==> src/rtl/mem_port_arbiter.sv <==
//------------------------------------------------------------------------------
// mem_port_arbiter : single-port memory sequencer shared by IF (fetch) and MA (load/store)
// Revision: 1.0
//------------------------------------------------------------------------------
`default_nettype none

module mem_port_arbiter #(
  parameter int WAIT_STATES = 1,
  parameter int MA_STREAK   = 4
) (
  input  logic        clk_i,
  input  logic        rst_n_i,
  input  logic        if_req_i,
  input  logic [31:0] if_addr_i,
  output logic        if_done_o,
  output logic [31:0] if_rdata_o,
  input  logic        ma_is_ld_i,
  input  logic        ma_is_st_i,
  input  logic [31:0] ma_addr_i,
  input  logic [31:0] ma_wdata_i,
  output logic        ma_done_o,
  output logic [31:0] ma_ldresult_o,
  output logic        stall_o,
  output logic        mem_en_o,
  output logic        mem_we_o,
  output logic [31:0] mem_addr_o,
  output logic [31:0] mem_wdata_o,
  input  logic [31:0] mem_rdata_i,
  output logic        proto_err_o
);

  localparam logic [1:0] c_IDLE = 2'd0;
  localparam logic [1:0] c_BUSY = 2'd1;
  localparam logic [1:0] c_DONE = 2'd2;

  localparam logic [3:0] c_WAIT   = 4'(WAIT_STATES);
  localparam logic [3:0] c_STREAK = 4'(MA_STREAK);

  logic [1:0]  state_q, state_d;
  logic [3:0]  cnt_q, cnt_d;
  logic [3:0]  streak_q, streak_d;
  logic        owner_ma_q, owner_ma_d;
  logic        if_done_q, if_done_d;
  logic        ma_done_q, ma_done_d;
  logic [31:0] if_rdata_q, if_rdata_d;
  logic [31:0] ma_ldresult_q, ma_ldresult_d;
  logic        mem_en_q, mem_en_d;
  logic        mem_we_q, mem_we_d;
  logic [31:0] mem_addr_q, mem_addr_d;
  logic [31:0] mem_wdata_q, mem_wdata_d;
  logic        proto_err_q, proto_err_d;

  logic w_ma_req;
  logic w_force_if;
  logic w_grant_ma;
  logic w_grant_if;
  logic w_ma_store;

  assign w_ma_req   = ma_is_ld_i | ma_is_st_i;
  // IF is pushed through once MA has won MA_STREAK times in a row against it
  assign w_force_if = if_req_i & w_ma_req & (streak_q == c_STREAK);
  assign w_grant_ma = w_ma_req & ~w_force_if;
  assign w_grant_if = if_req_i & ~w_grant_ma;
  assign w_ma_store = ma_is_st_i & ~ma_is_ld_i;

  always_comb begin
    state_d       = state_q;
    cnt_d         = cnt_q;
    streak_d      = if_req_i ? streak_q : 4'd0;
    owner_ma_d    = owner_ma_q;
    if_done_d     = 1'b0;
    ma_done_d     = 1'b0;
    if_rdata_d    = if_rdata_q;
    ma_ldresult_d = ma_ldresult_q;
    mem_en_d      = mem_en_q;
    mem_we_d      = mem_we_q;
    mem_addr_d    = mem_addr_q;
    mem_wdata_d   = mem_wdata_q;
    proto_err_d   = proto_err_q;

    case (state_q)
      c_IDLE: begin
        if (w_grant_ma) begin
          state_d    = c_BUSY;
          cnt_d      = c_WAIT;
          owner_ma_d = 1'b1;
          mem_en_d   = 1'b1;
          mem_we_d   = w_ma_store;
          mem_addr_d = ma_addr_i;
          if (w_ma_store) mem_wdata_d = ma_wdata_i;
          if (ma_is_ld_i & ma_is_st_i) proto_err_d = 1'b1;
          if (if_req_i && streak_q < c_STREAK) streak_d = streak_q + 4'd1;
        end else if (w_grant_if) begin
          state_d    = c_BUSY;
          cnt_d      = c_WAIT;
          owner_ma_d = 1'b0;
          mem_en_d   = 1'b1;
          mem_we_d   = 1'b0;
          mem_addr_d = if_addr_i;
          streak_d   = 4'd0;
        end
      end
      c_BUSY: begin
        if (cnt_q == 4'd0) begin
          state_d  = c_DONE;
          mem_en_d = 1'b0;
          mem_we_d = 1'b0;
          if (owner_ma_q) begin
            ma_done_d = 1'b1;
            if (!mem_we_q) ma_ldresult_d = mem_rdata_i;
          end else begin
            if_done_d  = 1'b1;
            if_rdata_d = mem_rdata_i;
          end
        end else begin
          cnt_d = cnt_q - 4'd1;
        end
      end
      c_DONE: state_d = c_IDLE;
      default: state_d = c_IDLE;
    endcase
  end

  always_ff @(posedge clk_i) begin
    if (!rst_n_i) begin
      state_q       <= c_IDLE;
      cnt_q         <= 4'd0;
      streak_q      <= 4'd0;
      owner_ma_q    <= 1'b0;
      if_done_q     <= 1'b0;
      ma_done_q     <= 1'b0;
      if_rdata_q    <= 32'd0;
      ma_ldresult_q <= 32'd0;
      mem_en_q      <= 1'b0;
      mem_we_q      <= 1'b0;
      mem_addr_q    <= 32'd0;
      mem_wdata_q   <= 32'd0;
      proto_err_q   <= 1'b0;
    end else begin
      state_q       <= state_d;
      cnt_q         <= cnt_d;
      streak_q      <= streak_d;
      owner_ma_q    <= owner_ma_d;
      if_done_q     <= if_done_d;
      ma_done_q     <= ma_done_d;
      if_rdata_q    <= if_rdata_d;
      ma_ldresult_q <= ma_ldresult_d;
      mem_en_q      <= mem_en_d;
      mem_we_q      <= mem_we_d;
      mem_addr_q    <= mem_addr_d;
      mem_wdata_q   <= mem_wdata_d;
      proto_err_q   <= proto_err_d;
    end
  end

  assign if_done_o     = if_done_q;
  assign if_rdata_o    = if_rdata_q;
  assign ma_done_o     = ma_done_q;
  assign ma_ldresult_o = ma_ldresult_q;
  assign mem_en_o      = mem_en_q;
  assign mem_we_o      = mem_we_q;
  assign mem_addr_o    = mem_addr_q;
  assign mem_wdata_o   = mem_wdata_q;
  assign proto_err_o   = proto_err_q;
  assign stall_o       = (if_req_i & ~if_done_q) | (w_ma_req & ~ma_done_q);

endmodule

`default_nettype wire

==> config.mk <==
export PLATFORM = sky130hd
export DESIGN_NAME = mem_port_arbiter
export DESIGN_NICKNAME = d
export VERILOG_FILES = /design/src/rtl/mem_port_arbiter.sv
export SDC_FILE = /design/constraint.sdc
export NUM_CORES = 1
export LEC_CHECK = 0
export ABC_AREA = 1
export BUFFER_PORTS_ARGS = -buffer_cell sky130_fd_sc_hd__buf_2
export CAP_MARGIN = 20
export CORE_MARGIN = 2
export CORE_UTILIZATION = 50
export CTS_BUF_LIST = sky130_fd_sc_hd__clkbuf_8 sky130_fd_sc_hd__clkbuf_16
export DETAILED_ROUTE_END_ITERATION = 7
export PLACE_DENSITY = 0.85
export SYNTH_ARGS = -nofsm -noshare
export SYNTH_HDL_FRONTEND = slang
export SYNTH_SLANG_ARGS = --single-unit
==> constraint.sdc <==
create_clock -name clk_i -period 3.8 [get_ports clk_i]
set_input_delay 0.19 -clock clk_i [delete_from_list [all_inputs] [get_ports clk_i]]
set_output_delay 0.19 -clock clk_i [all_outputs]
set_load 0.03 [all_outputs]
Yosys cells after proc, flatten, opt, wreduce, memory -nomap -nowiden
Cells that the tools add are included.
W data, S select, Z words.
{"block": "classes", "add_sub_neg": 2, "n_lt_le_gt_ge": 1, "eq_ne": 5, "mux": 25, "bitwise_logic": 17, "n_reduce_logical": 14}
{"op": "$mux W32", "count": 2}
{"op": "$mux W4", "count": 8}
{"op": "$reduce_and A3 Y1", "count": 6}
{"op": "$and A1 B1 Y1", "count": 8}
{"op": "$mux W1", "count": 8}
{"op": "$pmux W4 S2", "count": 1}
{"op": "$not A1 Y1", "count": 7}
{"op": "$mux W2", "count": 3}
{"op": "$add A4 B1 Y4 const B", "count": 1}
{"op": "$eq A4 B3 Y1 const B", "count": 1}
{"op": "$logic_not A4 Y1", "count": 1}
{"op": "$lt A4 B3 Y1 const B", "count": 1}
{"op": "$ne A2 B2 Y1 const B", "count": 2}
{"op": "$pmux W1 S2", "count": 2}
{"op": "$pmux W2 S2", "count": 1}
{"op": "$reduce_and A2 Y1", "count": 2}
{"op": "$reduce_and A4 Y1", "count": 1}
{"op": "$reduce_bool A2 Y1", "count": 2}
{"op": "$sub A4 B1 Y4 const B", "count": 1}
{"op": "$ne A3 B3 Y1 const B", "count": 1}
{"op": "$eq A2 B1 Y1 const B", "count": 1}
{"op": "$logic_not A2 Y1", "count": 1}
{"op": "$or A1 B1 Y1", "count": 2}
{"op": "$logic_and A1 B1 Y1", "count": 1}
{"block": "totals", "reg_bits": 144, "input_bits": 133, "output_inout_bits": 134, "wordCells": 77}

Logic depth before layout (Yosys ltp)
Gate-level depths: netlist of run 1.
{"block": "depth", "depth_word": 10, "depth_mapped": 9, "depth_no_buf": 8}

Least setup slack after synthesis of run 1
Ideal clock, no wire load.
{"block": "synth_timing", "kind": "register -> register", "from": "register cnt_q[0]", "to": "register ma_ldresult_q[2], in the netlist ma_ldresult_o[2]", "setup_ns": 0.065, "t_arrival_ns": 1.251, "t_required_ns": 3.735, "setup_slack_ns": 2.485, "path_stages_with_launch": 9, "n_path_buf": 1, "synth_period_minus_slack_ns": 1.315, "path_cell_list": "dfxtp_1 > inv_1 > ha_1 > nand2_1 > nor2_2 > nand2_1 > clkbuf_1 > o21ai_0 > nor2_1"}
{"block": "synth_between", "elab_chain_len": 2}
{"element": "from (decl)", "line": "40", "source": "logic [3:0] cnt_q, cnt_d;"}
{"element": "from (signal assigned)", "line": "141", "source": "cnt_q <= cnt_d;"}
{"element": "$logic_not A4 Y1", "line": "104", "source": "if (cnt_q == 4'd0) begin"}
{"element": "$reduce_and A4 Y1 (no source line)"}
{"element": "to (signal assigned)", "line": "147", "source": "ma_ldresult_q <= ma_ldresult_d;"}
{"element": "to (decl)", "line": "46", "source": "logic [31:0] ma_ldresult_q, ma_ldresult_d;"}
No other way between the ends.
A chain may end at the register's enable or synchronous reset.

Worst setup path after layout of run 1
{"block": "layout_timing", "from": "register streak_q[0]", "to": "register streak_q[1]"}
{"block": "layout_between", "elab_chain_len": 9, "word_cells_on_any_way": 13, "cone_classes": "add/sub (1); order compare (1); eq/ne (1); mux (4); bitwise (5); reduce/logical (1)"}
{"element": "from (decl)", "line": "41", "source": "logic [3:0] streak_q, streak_d;"}
{"element": "from (signal assigned)", "line": "142", "source": "streak_q <= streak_d;"}
{"element": "$eq A4 B3 Y1", "line": "61", "source": "assign w_force_if = if_req_i & w_ma_req & (streak_q == c_STREAK);"}
{"element": "$and A1 B1 Y1", "line": "61"}
{"element": "$not A1 Y1", "line": "62", "source": "assign w_grant_ma = w_ma_req & ~w_force_if;"}
{"element": "$and A1 B1 Y1", "line": "62"}
{"element": "$not A1 Y1", "line": "63", "source": "assign w_grant_if = if_req_i & ~w_grant_ma;"}
{"element": "$and A1 B1 Y1", "line": "63"}
{"element": "$mux W4", "line": "93", "source": "end else if (w_grant_if) begin"}
{"element": "$mux W4 (*)", "line": "83", "source": "if (w_grant_ma) begin"}
{"element": "$mux W4 (*)", "line": "81", "source": "case (state_q)"}
Mark *: on every way between the ends. The rest lies on a longest branch, timed or not.

==> results.md, run 1 <==
- The run finished with clean final reports.
- The number of antenna diodes is 0.
- The total track usage is 0.2581.
- The deepest clock path buffer count is 2.
- The data required time of the critical path is 4150 ps.
- In the routed layout, each cell is associated on average with a via count of 4.798.
- Yosys mapped the design onto 24 distinct sky130hd cell types.
- Summing every instance area after synthesis gives 0.005786 mm2.
- The clock transition time at the flip-flop clock pins of the worst setup and hold paths is 60 ps.
- The critical path endpoint category is a flip-flop.
- The number of placed instances with taps included is 1194.
- The floorplan has 39 rows.
- The part of the cycle the worst path needs is 0.5400.
- The number of antenna violations at the first check in global routing came to 0.
- The final design area excluding fillers is 0.007950 mm2.
- In the routed design, unresolved DRC markers number 0.
- The CTS sink count is 144.
- Entering global routing, the biggest net connects 102 pins.
- The multi-input combinational cells in the finished layout cover a total of 0.002416 mm2.
- The most used flip-flop cell after synthesis is sky130_fd_sc_hd__dfxtp_1.
- The detailed router placed 5988 vias in this run.
- Relative to the synthesized area, the layout overhead comes to 37.41%.
- The number of setup buffers added after CTS is 0.
- The post-cts sizing count is 0.
- Setup repair after global routing left no endpoint under its margin.
- The die covers 0.01245 mm2.
- The cell leakage power is 4.281 nW.
- The post-place setup slack is 1785 ps.
- The buffer cell driving the clock tree root is sky130_fd_sc_hd__clkbuf_16.
- The count of flip-flops with a built-in enable after synthesis is 0.
- The share of the Yosys chip area taken by registers is 0.4983.
- Summed over all layers, the routed wires come to 16.24 mm.
- The maximum fanout count along the critical path is 34.
- The congestion estimate from routability-driven global placement came to 0.8451.
- The aggregate negative setup slack is 0 ps.
- The initial cell density of the core is 0.5089.
- In this run the mean area of a mapped cell was 7.030 um2.
- The slew at the pin with the worst max-slew slack is 871.5 ps.
- Of all flip-flops after synthesis, the portion carrying an async set or reset was 0.
- After layout, the worst setup slack is 1748 ps.
- The adder-cell share of the synthesized area is 0.008651.
- Data on the critical path arrives at its endpoint at 2400 ps.
- Of the total synthesized cell area, the portion taken by AND, OR, NAND and NOR gates is 0.3406.
- Once layout is complete, the cells apart from fillers number 1248.
- The total of warnings raised by yosys is 0.
- For the worst flop-to-flop path, the logic depth is 8.
- The share of synthesized area in the top cell type comes to 0.4983.
- The shortest period the worst path allows is 2052 ps.
- The first TritonRoute pass finished after 5 iterations.
- The total clock buffers created by CTS is 17.
- Clock latency on the worst-skew pair, taken at its later pin, is 420 ps.
- The flip-flop and latch count after synthesis is 144.
- The number of H-tree levels is 4.
- The commonest cells after synthesis are sky130_fd_sc_hd__nand2_1, sky130_fd_sc_hd__nor2_1, sky130_fd_sc_hd__dfxtp_1.
- Setup violations remaining at the end of the flow were counted as 0.
- Dividing the detail-routed wire length by the instance count gives 13.02 um.
- The most common cell in the netlist is sky130_fd_sc_hd__nand2_1.
- The number of max-slew violations in the final report is 0.
- The die width is 111.6 um.
- The compound-cell area share of the yosys netlist is 0.06834.
- Once placement finished, the instance area stood at 0.007087 mm2.
- Once layout is complete, the utilization of the core stands at 0.6992.
- In this run the power density over the cells is 595.5 mW/mm2.
- The biggest area contributor in the post-synthesis netlist is sky130_fd_sc_hd__dfxtp_1.
- The sum of net half-perimeters after detailed placement is 10.76 mm.
- Pin placement for this block handled 267 I/O pins.
- The sequential standard cell area is 0.002883 mm2.
- The vertical die dimension is 111.6 um.
- TritonCTS built the clock tree.
- The first-pass GRT wire length is 26.26 mm.
- The cell count after synthesis came out at 823.
- The first-iteration detailed-routing DRC count is 396.
- The count of antenna-violating nets left after detailed routing is 0.
- After filler insertion, the fill cell instance count of the layout stands at 913.
- The setup path with the least slack is of type flip-flop to flip-flop.
- The worst hold path cell count is 3.
- In this run the tightest slew margin relative to its limit is 0.4190.
- The region available for standard cell placement spans 0.01137 mm2.
- IR analysis of the VDD net gives a maximum drop of 0.4777 mV.
- The fraction of final layout cells sized beyond drive strength 1 is 0.2878.
- Of the total synthesized cell area, the portion taken by XOR and XNOR cells is 0.
- After synthesis, the share of cell area in mux cells is 0.
- In this run the worst hold path is classified as primary input to flip-flop.
- The via count of the first global-routing pass is 5695.
- Counting every net in the synthesized netlist gives 960.
- The number of hold-slack violations in the final timing report is 0.
- The number of hold buffers added after cts is 22.
- The maximum clock frequency is 487.3 MHz.
- The final layout contains 1229 nets.
- After global routing the overflow that remains totals 0.
- The count of buffers added on input and output ports is 266.
- By area, the combinational part of the netlist is dominated by simple AND/OR/NAND/NOR gates.
- The reported max-cap violation count is 0.
- By area the synthesized netlist is led by sky130_fd_sc_hd__dfxtp_1, sky130_fd_sc_hd__nand2_1, sky130_fd_sc_hd__nor2_1, sky130_fd_sc_hd__o21ai_0, sky130_fd_sc_hd__nand3_1.
- For the final database, setup skew stands at 5.948 ps.
- STA classifies the critical path startpoint as a flip-flop.
[layout by cell type (no fill, tap or decap)]
cell	count
sky130_fd_sc_hd__inv_8	1
sky130_fd_sc_hd__a21oi_1	10
sky130_fd_sc_hd__nand4_1	1
sky130_fd_sc_hd__nor3_1	2
sky130_fd_sc_hd__inv_2	4
sky130_fd_sc_hd__buf_4	6
sky130_fd_sc_hd__clkinv_1	1
sky130_fd_sc_hd__ha_1	4
sky130_fd_sc_hd__clkbuf_16	17
sky130_fd_sc_hd__buf_8	1
sky130_fd_sc_hd__a21oi_2	1
sky130_fd_sc_hd__dlygate4sd3_1	22
sky130_fd_sc_hd__inv_1	53
sky130_fd_sc_hd__nand2_2	3
sky130_fd_sc_hd__inv_6	3
sky130_fd_sc_hd__clkinv_2	1
sky130_fd_sc_hd__nor2_1	208
sky130_fd_sc_hd__nand3b_1	7
sky130_fd_sc_hd__nand3_1	40
sky130_fd_sc_hd__clkinv_4	3
sky130_fd_sc_hd__dfxtp_1	144
sky130_fd_sc_hd__nor2_2	3
sky130_fd_sc_hd__o21ai_0	66
sky130_fd_sc_hd__o22ai_1	1
sky130_fd_sc_hd__nand3_4	1
sky130_fd_sc_hd__buf_2	266
sky130_fd_sc_hd__nand3_2	1
sky130_fd_sc_hd__clkbuf_8	1
sky130_fd_sc_hd__clkinvlp_4	2
sky130_fd_sc_hd__nand2_1	228
sky130_fd_sc_hd__bufinv_16	4
[state kept, by name, indices dropped and copies added (netlist names)]
signal and cells:
mem_we_o 1, mem_en_o 1, if_rdata_o 32, owner_ma_q 1, proto_err_o 1, ma_done_o 1
ma_ldresult_o 32, if_done_o 1, streak_q 4, mem_wdata_o 32, mem_addr_o 32, cnt_q 4
state_q 2
[cell families after synthesis]
group,after synthesis
flip-flops,144
AND/OR/NAND/NOR,494
buffers and inverters,103
AO/OA/AOI/OAI,78
adder cells (fa/ha/maj),4
[path summary, 6_finish.rpt]
kind                                startpoint  slack (ps)              end
worst min-delay path            ma_wdata_i[11]          10  mem_wdata_o[11]
worst max register to register     streak_q[0]        1750      streak_q[1]
worst max-delay path               streak_q[0]        1750      streak_q[1]
worst min register to register  mem_addr_o[17]         450   mem_addr_o[17]
[worst max-delay path: stages (launching register included)]
cell and delay, ps:
sky130_fd_sc_hd__dfxtp_1 350, sky130_fd_sc_hd__inv_1 70, sky130_fd_sc_hd__ha_1 220, sky130_fd_sc_hd__nand3_4 80, sky130_fd_sc_hd__buf_4 320, sky130_fd_sc_hd__nand2_2 450
sky130_fd_sc_hd__nand2_1 180, sky130_fd_sc_hd__nand2_1 120, sky130_fd_sc_hd__a21oi_1 160
[stage by stage]
| stage | hold slack [ps] | power (W) |
|---|---|---|
| after global placement | 412.0 | 0.002906 |
| after global routing | 15.06 | 0.004947 |
| final | 11.10 | 0.004734 |
| after CTS | 2.881 | 0.004755 |
| after floorplan | 309.2 | 0.002604 |
| after detailed placement | 419.5 | 0.002935 |
[metal layers]
metal  track usage  share of wire  up-vias
met5             0              0        -
met4        0.1342          0.035        0
met3       0.07621          0.069       49
met2        0.4504           0.50      219
met1        0.2847           0.40     2663
li1              -              -     3057
[power by group]
group          leakage [nW]  switching [W]  internal (W)  total [W]
sequential             1.18      0.0000939       0.00170    0.00179
clock                 0.309       0.000674       0.00113    0.00180
combinational          2.79       0.000792      0.000348    0.00114
[cell type report]
| cell class | count | area share |
|---|---|---|
| Clock buffer | 18 | 0.05524 |
| Clock inverter | 14 | 0.02565 |
| Inverter | 58 | 0.02738 |
| Multi-Input combinational cell | 576 | 0.3039 |
| Sequential cell | 144 | 0.3626 |
| Tap cell | 143 | 0.02251 |
| Timing Repair Buffer | 295 | 0.2027 |
Note: power is estimated with default switching activity, not from simulation.
==> inputs of run 2 (changes only) <==
Settings changed: CORE_UTILIZATION 50 to 47, PLACE_DENSITY 0.85 to 0.8.
Clock period 3.8 ns to 1.9 ns, I/O delays scaled along.
==> run 2 against run 1 <==
Flip-flop and latch count did not move. Critical path type unchanged. First-iteration DRC count rose by 36%. Clock-buffer cell count rose by 1. Critical endpoint is now mem_addr_o[1]. Fmax rose by 17%. Utilization rose by 5.1 points. Via count rose by 11%. Highest routed layer unchanged. Sequential share of layout area fell by 4.3 points. Clock power rose by 89%.
==> results.md, run 2 (synthesis results as in run 1) <==
- The worst register-to-register path begins at streak_q[0].
- The total die area is 0.01321 mm2 (+6.2%).
- The post-cts sizing count is 0 (unchanged).
- The proportion of power drawn by flip-flops and latches is 0.377 (about the same).
- The insertion delay to the later sink of the worst-skew pair is 420 ps (about the same).
- The post-place setup slack is 299.7 ps (-1486 ps).
- The total clock buffers created by CTS is 17 (unchanged).
- TritonCTS built the clock tree.
- The top-level I/O count is 267 (unchanged).
- The setup-violating endpoint count in the final report is 0 (unchanged).
- The part of the cycle the worst path needs came to 0.9211 (+0.3810).
- The deepest clock path buffer count was 2 (unchanged).
- The launch point of the worst hold path is ma_addr_i[22].
- The first-pass GRT wire length is 29.15 mm (+11%).
- The combinational share of power came to 0.265 (+0.024).
- The data arrival at the endpoint of the critical path is 2060 ps (-340 ps).
- The slew at the pin with the worst max-slew slack is 546.7 ps (-324.8 ps).
- The routed length per instance is 13.86 um (+6.5%).
- The buffer cell driving the clock tree root is sky130_fd_sc_hd__clkbuf_16.
- The part of the power in the clock network is 0.358 (-0.023).
- STA classifies the critical path endpoint as a flip-flop.
- The count of antenna-violating nets left after detailed routing is 0 (unchanged).
- The total power per unit cell area is 1056 mW/mm2 (+77%).
- The via density per instance came to 4.893 (+2.0%).
- The reported max-cap violation count is 0 (unchanged).
- The largest net degree at the start of global routing is 102 (unchanged).
- The normalized max-slew margin was 0.6350 (+0.2160).
- The aggregate negative setup slack is 0 ps (unchanged).
- The post-CTS setup-driven buffer insertion count is 0 (unchanged).
- The maximum clock frequency is 571.4 MHz (+17%).
- Setup repair after global routing left no endpoint under its margin.
- The slack of the critical path is 149.9 ps (-1598 ps).
- The kind of start point of the critical path is a flip-flop.
- The cell leakage power was 4.729 nW (+10%).
- The die width is 115.0 um (+3.0%).
- The number of antenna violations at the first check in global routing was 1 (+1).
- The weighted congestion reported at the end of routability-driven placement was 0.8291 (-1.9%).
- The start-to-end type of the worst setup path is flip-flop to flip-flop.
- The final setup skew is 6.577 ps (+0.6285 ps).
- The total track usage is 0.2809 (+0.02279).
- The number of inserted filler cells in the final layout was 842 (-7.8%).
- The number of max-slew violations in the final report is 0 (unchanged).
- In this design, the critical path's most frequently occurring cell is sky130_fd_sc_hd__nand2_1.
- The via count of the first global-routing pass is 6466 (+14%).
- The total number of placement rows was 40 (+2.6%).
- The number of remaining DRC errors is 0 (unchanged).
- The family with the most delay on the worst path is buffers and inverters.
- The total grt overflow came to 0 (unchanged).
- The flow ran to the end, and the final reports show no timing, DRC or antenna violations.
- The peak supply drop is 0.8564 mV (+79%).
- The number of buffers and inverters on the critical path is 2 (unchanged).
- The signal on the critical path passes through inv_1 -> ha_1 -> nand3_4 -> nand2_2 -> nand2_1 -> nand2_1 -> dlygate4sd3_1 -> nand2_1 -> nand2_1.
- The number of H-tree levels is 4 (unchanged).
- The core area was 0.01201 mm2 (+5.6%).
- The data required time of the critical path is 2210 ps (-1940 ps).
- The fraction of final layout cells sized beyond drive strength 1 is 0.2653 (-0.02249).
- Leaving out fill and tap cells, the most frequent cells in the layout are sky130_fd_sc_hd__buf_2, sky130_fd_sc_hd__nand2_1, sky130_fd_sc_hd__nor2_1, sky130_fd_sc_hd__dfxtp_1, sky130_fd_sc_hd__dlygate4sd3_1.
- The first-pass iteration count of the detailed router came to 6 (+1).
- The highest cell delay on the worst timing path is 540 ps (+90 ps).
- The sum of net half-perimeters after detailed placement is 10.63 mm (-1.2%).
- The vertical die dimension came to 115.0 um (+3.0%).
- The switching power is 0.003128 W (+100%).
- The switching portion of total power is 0.3284 (-0.001112).
- The CTS sink count is 144 (unchanged).
- The commonest non-fill, non-tap cell in the layout is sky130_fd_sc_hd__buf_2.
- The post-detailed-routing wire length came to 18.86 mm (+16%).
- The path type of the worst min-delay path is primary input to flip-flop.
- The net count reported at finish was 1334 (+8.5%).
- The count of input and output buffers is 266 (unchanged).
- The via total after detailed routing is 6660 (+11%).
- The shortest period the worst path allows is 1750 ps (-302.1 ps).
- The synthesis-to-layout area growth is 55.86%.
- On the critical path, the stage with the largest delay is an instance of sky130_fd_sc_hd__dlygate4sd3_1.
- The most critical setup path has its startpoint at streak_q[0].
- The clock transition time at the flip-flop clock pins of the worst setup and hold paths is 60 ps (about the same).
- The initial cell density of the core is 0.4817 (-0.02719).
- The internal portion of total power is 0.006397 W (+100%).
- The first-iteration detailed-routing DRC count is 538 (+36%).
- The number of hold-slack violations in the final timing report is 0 (unchanged).
- The maximum fanout count along the critical path is 6 (-82%).
run 2: cell type report:
type                            instances  area (um2)  share of cell area
Tap cell                              147       183.9             0.02040
Timing Repair Buffer                  400        2693              0.2986
Clock buffer                           19       452.9             0.05023
Antenna cell                            4       10.01            0.001110
Inverter                               58       217.7             0.02414
Clock inverter                         13       161.4             0.01790
Sequential cell                       144        2883              0.3197
Multi-Input combinational cell        576        2416              0.2679
run 2: metal layers:
layer	share of wire	GRT usage
met4	0.052	0.1839
met2	0.50	0.4910
met5	0	0
met3	0.078	0.09858
met1	0.37	0.2831
run 2: final timing paths:
kind / to / cells after the start / slack, ps
worst max-delay path: mem_addr_o[1] / 9 / 150
worst min-delay path: mem_addr_o[22] / 5 / 20
worst max register to register: mem_addr_o[1] / 9 / 150
worst min register to register: mem_addr_o[15] / 2 / 450
run 2: per-stage QoR:
step	instances	util	hold WS, ps	instance area [um2]	power, W
finish	1361	0.7507	24.24	9017	0.009525
global route	1358	0.7501	24.68	9010	0.009989
CTS	1357	0.7499	0.09279	9007	0.009515
detailed placement	1203	0.5971	319.2	7172	0.005901
floorplan	823	-	214.2	5786	0.005209
global placement	1203	0.5971	315.2	7172	0.005861
run 2: worst min-delay path, stage by stage:
cell	delay, ps
sky130_fd_sc_hd__buf_2	80
sky130_fd_sc_hd__nand3_1	80
sky130_fd_sc_hd__nand2_1	70
sky130_fd_sc_hd__nand2_1	40
sky130_fd_sc_hd__nand2_1	40
run 2: power groups by stage:
stage	Combinational [W]	Sequential, W	Clock (W)
final	0.00252	0.00359	0.00341
after global routing	0.00274	0.00363	0.00362
after CTS	0.00247	0.00358	0.00346
after detailed placement	0.00226	0.00364	0
after global placement	0.00224	0.00362	0
after floorplan	0.000892	0.00432	0
run 2: repair_timing:
action / in CTS / in global routing
hold buffers: 122 / 0
endpoints found under the hold margin: 131 / 0
endpoints found under the setup margin: 0 / 0
==> inputs of run 3 (changes only) <==
--- a/config.mk
+++ b/config.mk
@@ -10,3 +10,3 @@
 export CAP_MARGIN = 20
-export CORE_MARGIN = 2
+export CORE_MARGIN = 8
 export CORE_UTILIZATION = 47
--- a/constraint.sdc
+++ b/constraint.sdc
@@ -3,2 +3,2 @@
 set_output_delay 0.095 -clock clk_i [all_outputs]
-set_load 0.03 [all_outputs]
+set_load 0.02 [all_outputs]
==> run 3 against run 2 <==
Fmax shrank 0.24%. First-iteration DRC count grew 13%. Critical path depth is the same. Clock power shrank 6%. Die area grew 22%. Clock skew grew 3.9 ps. Utilization shrank 1.1 points. Largest power group unchanged. Setup slack lost 4.2 ps. Hold slack lost 13 ps.
==> results.md, run 3 (synthesis results as in run 1) <==
- The clock transition time at the flip-flop clock pins of the worst setup and hold paths came to 60 ps (about the same).
- The part of the power in the clock network is 0.354 (-0.004).
- The vertical die dimension came to 127.0 um (+10%).
- The reported max-cap violation count is 0 (unchanged).
- The fraction of final layout cells sized beyond drive strength 1 is 0.2683 (+0.003044).
- Walking the worst path, the cells encountered are inv_1 -> ha_1 -> nand3_4 -> nand2_2 -> nand2_1 -> nand2_1 -> dlygate4sd3_1 -> nand2_1 -> nand2_1.
- The top-level I/O count is 267 (unchanged).
- The maximum clock frequency is 570.0 MHz (-0.24%).
- The total grt overflow is 0 (unchanged).
- The run finished with clean final reports.
- The combinational share of power is 0.250 (-0.015).
- The first-pass iteration count of the detailed router was 8 (+2).
- The number of hold-slack violations in the final timing report is 0 (unchanged).
- The library cells used most frequently in the layout, excluding fill and tap cells, are sky130_fd_sc_hd__buf_2, sky130_fd_sc_hd__nand2_1, sky130_fd_sc_hd__nor2_1, sky130_fd_sc_hd__dfxtp_1, sky130_fd_sc_hd__dlygate4sd3_1.
- The highest cell delay on the worst timing path is 560 ps (+20 ps).
- The normalized max-slew margin is 0.5633 (-0.07175).
- The aggregate negative setup slack is 0 ps (unchanged).
- Setup repair after global routing left no endpoint under its margin.
- The shortest period the worst path allows is 1754 ps (+4.203 ps).
- The total track usage came to 0.2420 (-0.03894).
- The first-pass GRT wire length is 31.39 mm (+7.7%).
- The sum of net half-perimeters after detailed placement is 12.61 mm (+19%).
- The total power per unit cell area is 1019 mW/mm2 (-3.6%).
- The synthesis-to-layout area growth is 53.65%.
- The total number of placement rows is 40 (unchanged).
- The initial cell density of the core is 0.4817 (unchanged).
- The post-detailed-placement cell area came to 0.007192 mm2 (+0.28%).
- The via total after detailed routing is 6580 (-1.2%).
- The slack of the critical path is 145.7 ps (-4.203 ps).
- The cell type of the slowest stage on the worst timing path is sky130_fd_sc_hd__dlygate4sd3_1.
- The number of max-slew violations in the final report is 0 (unchanged).
- The via density per instance is 4.874 (-0.40%).
- By startpoint and endpoint, the worst setup path is classified as flip-flop to flip-flop.
- The count of input and output buffers is 266 (unchanged).
- The cell leakage power came to 4.684 nW (-0.96%).
- The post-detailed-routing wire length is 20.18 mm (+7.0%).
- The cell family contributing the most delay on the critical path is buffers and inverters.
- The maximum fanout count along the critical path was 7 (+1).
- Leaving out fill and tap cells, the most frequent cell in the layout is sky130_fd_sc_hd__buf_2.
- The number of H-tree levels was 4 (unchanged).
- The post-CTS setup-driven buffer insertion count is 0 (unchanged).
- The count of antenna-violating nets left after detailed routing was 0 (unchanged).
- The first-iteration detailed-routing DRC count is 606 (+13%).
- The total clock buffers created by CTS is 17 (unchanged).
- The switching power is 0.002881 W (-7.9%).
- The number of buffers and inverters on the critical path is 2 (unchanged).
- The routed length per instance was 14.95 um (+7.9%).
- The data arrival at the endpoint of the critical path was 2060 ps (about the same).
- The kind of start point of the critical path is a flip-flop.
- The critical path endpoint category is a flip-flop.
- The final setup skew is 10.52 ps (+3.941 ps).
- The insertion delay to the later sink of the worst-skew pair is 410 ps (about the same).
- The core area is 0.01201 mm2 (unchanged).
- The part of the cycle the worst path needs is 0.9233 (+0.002212).
- The die width is 127.0 um (+10%).
- The final design area excluding fillers was 0.008890 mm2 (-1.4%).
- The deepest clock path buffer count is 2 (unchanged).
- The number of remaining DRC errors is 0 (unchanged).
- The internal portion of total power is 0.006174 W (-3.5%).
- The path type of the worst min-delay path is primary input to flip-flop.
- The via count of the first global-routing pass is 6531 (+1.0%).
- In this design, the critical path's most frequently occurring cell is sky130_fd_sc_hd__nand2_1.
- The post-place setup slack is 230.1 ps (-69.65 ps).
- The net count reported at finish came to 1325 (-0.67%).
- The number of antenna violations at the first check in global routing came to 3 (+2).
- The CTS tree is yes.
- The switching portion of total power is 0.3181 (-0.01024).
- The weighted congestion reported at the end of routability-driven placement is 0.7934 (-4.3%).
- The proportion of power drawn by flip-flops and latches is 0.395 (+0.018).
- The CTS sink count is 144 (unchanged).
- The buffer cell driving the clock tree root is sky130_fd_sc_hd__clkbuf_16.
- The setup-violating endpoint count in the final report is 0 (unchanged).
- The data required time of the critical path is 2210 ps (about the same).
- The slew at the pin with the worst max-slew slack is 655.1 ps (+108.4 ps).
- The total die area is 0.01612 mm2 (+22%).
- The largest net degree at the start of global routing is 77 (-25%).
- The peak supply drop is 0.8564 mV (about the same).
-- run 3: changes by cell type in the layout (fill, tap and decap cells not counted) --
cell	previous run	this run
sky130_fd_sc_hd__clkinv_2	1	3
sky130_fd_sc_hd__buf_12	4	5
sky130_fd_sc_hd__bufinv_16	3	2
sky130_fd_sc_hd__dfxtp_2	0	1
sky130_fd_sc_hd__inv_6	2	3
sky130_fd_sc_hd__dfxtp_1	144	143
sky130_fd_sc_hd__diode_2	4	3
sky130_fd_sc_hd__clkinvlp_4	2	1
sky130_fd_sc_hd__clkbuf_8	2	0
sky130_fd_sc_hd__dlygate4sd3_1	122	112
-- run 3: worst paths after layout --
kind / to / cells after the start / slack (ps) / from
worst max-delay path: mem_addr_o[0] / 9 / 150 / streak_q[0]
worst min-delay path: mem_addr_o[27] / 4 / 10 / ma_addr_i[27]
worst max register to register: mem_addr_o[0] / 9 / 150 / streak_q[0]
worst min register to register: mem_addr_o[21] / 2 / 450 / mem_addr_o[21]
-- run 3: per-layer routing --
layer,track usage,up-vias,share of wire
li1,-,3259,-
met1,0.2407,2921,0.37
met2,0.4202,311,0.50
met3,0.09007,89,0.081
met4,0.1526,0,0.047
met5,0,-,0
-- run 3: power groups by stage --
stage	combinational [W]	clock, W	sequential (W)
floorplan	0.000891	0	0.00406
global placement	0.00201	0	0.00362
detailed placement	0.00204	0	0.00364
CTS	0.00223	0.00327	0.00357
global route	0.00247	0.00336	0.00362
finish	0.00227	0.00321	0.00358
-- run 3: layout make-up --
type                    count  area (um2)
repair buffers            391        2613
well taps                 147       183.9
diodes                      3       7.507
clock inverters            14       142.6
multi-input cells         576        2416
flip-flops and latches    144        2884
fillers                   892        3122
clock buffers              17       425.4
inverters                  58       217.7
-- run 3: repair_timing --
action,in CTS,in global routing
hold buffers,112,0
setup endpoints to repair,0,1
hold endpoints to repair,127,0
resized for setup,0,1
-- run 3: tightest hold or removal path: cells and delay by family --
| family | cells | cell delay (ps) |
|---|---|---|
| and+or+nand+nor | 3 | 230 |
| buffers and inverters | 1 | 70 |
-- run 3: per-stage QoR --
| stage | cells | hold WS (ps) | util | total power (W) |
|---|---|---|---|---|
| 2_1_floorplan | 823 | 214.2 | - | 0.004951 |
| 3_3_place_gp | 1204 | 315.8 | 0.5988 | 0.005632 |
| 3_5_place_dp | 1204 | 321.9 | 0.5988 | 0.005674 |
| 4_1_cts | 1347 | 0.7332 | 0.7394 | 0.009070 |
| 5_1_grt | 1350 | 3.800 | 0.7401 | 0.009458 |
| 6_report | 1350 | 10.78 | 0.7401 | 0.009055 |
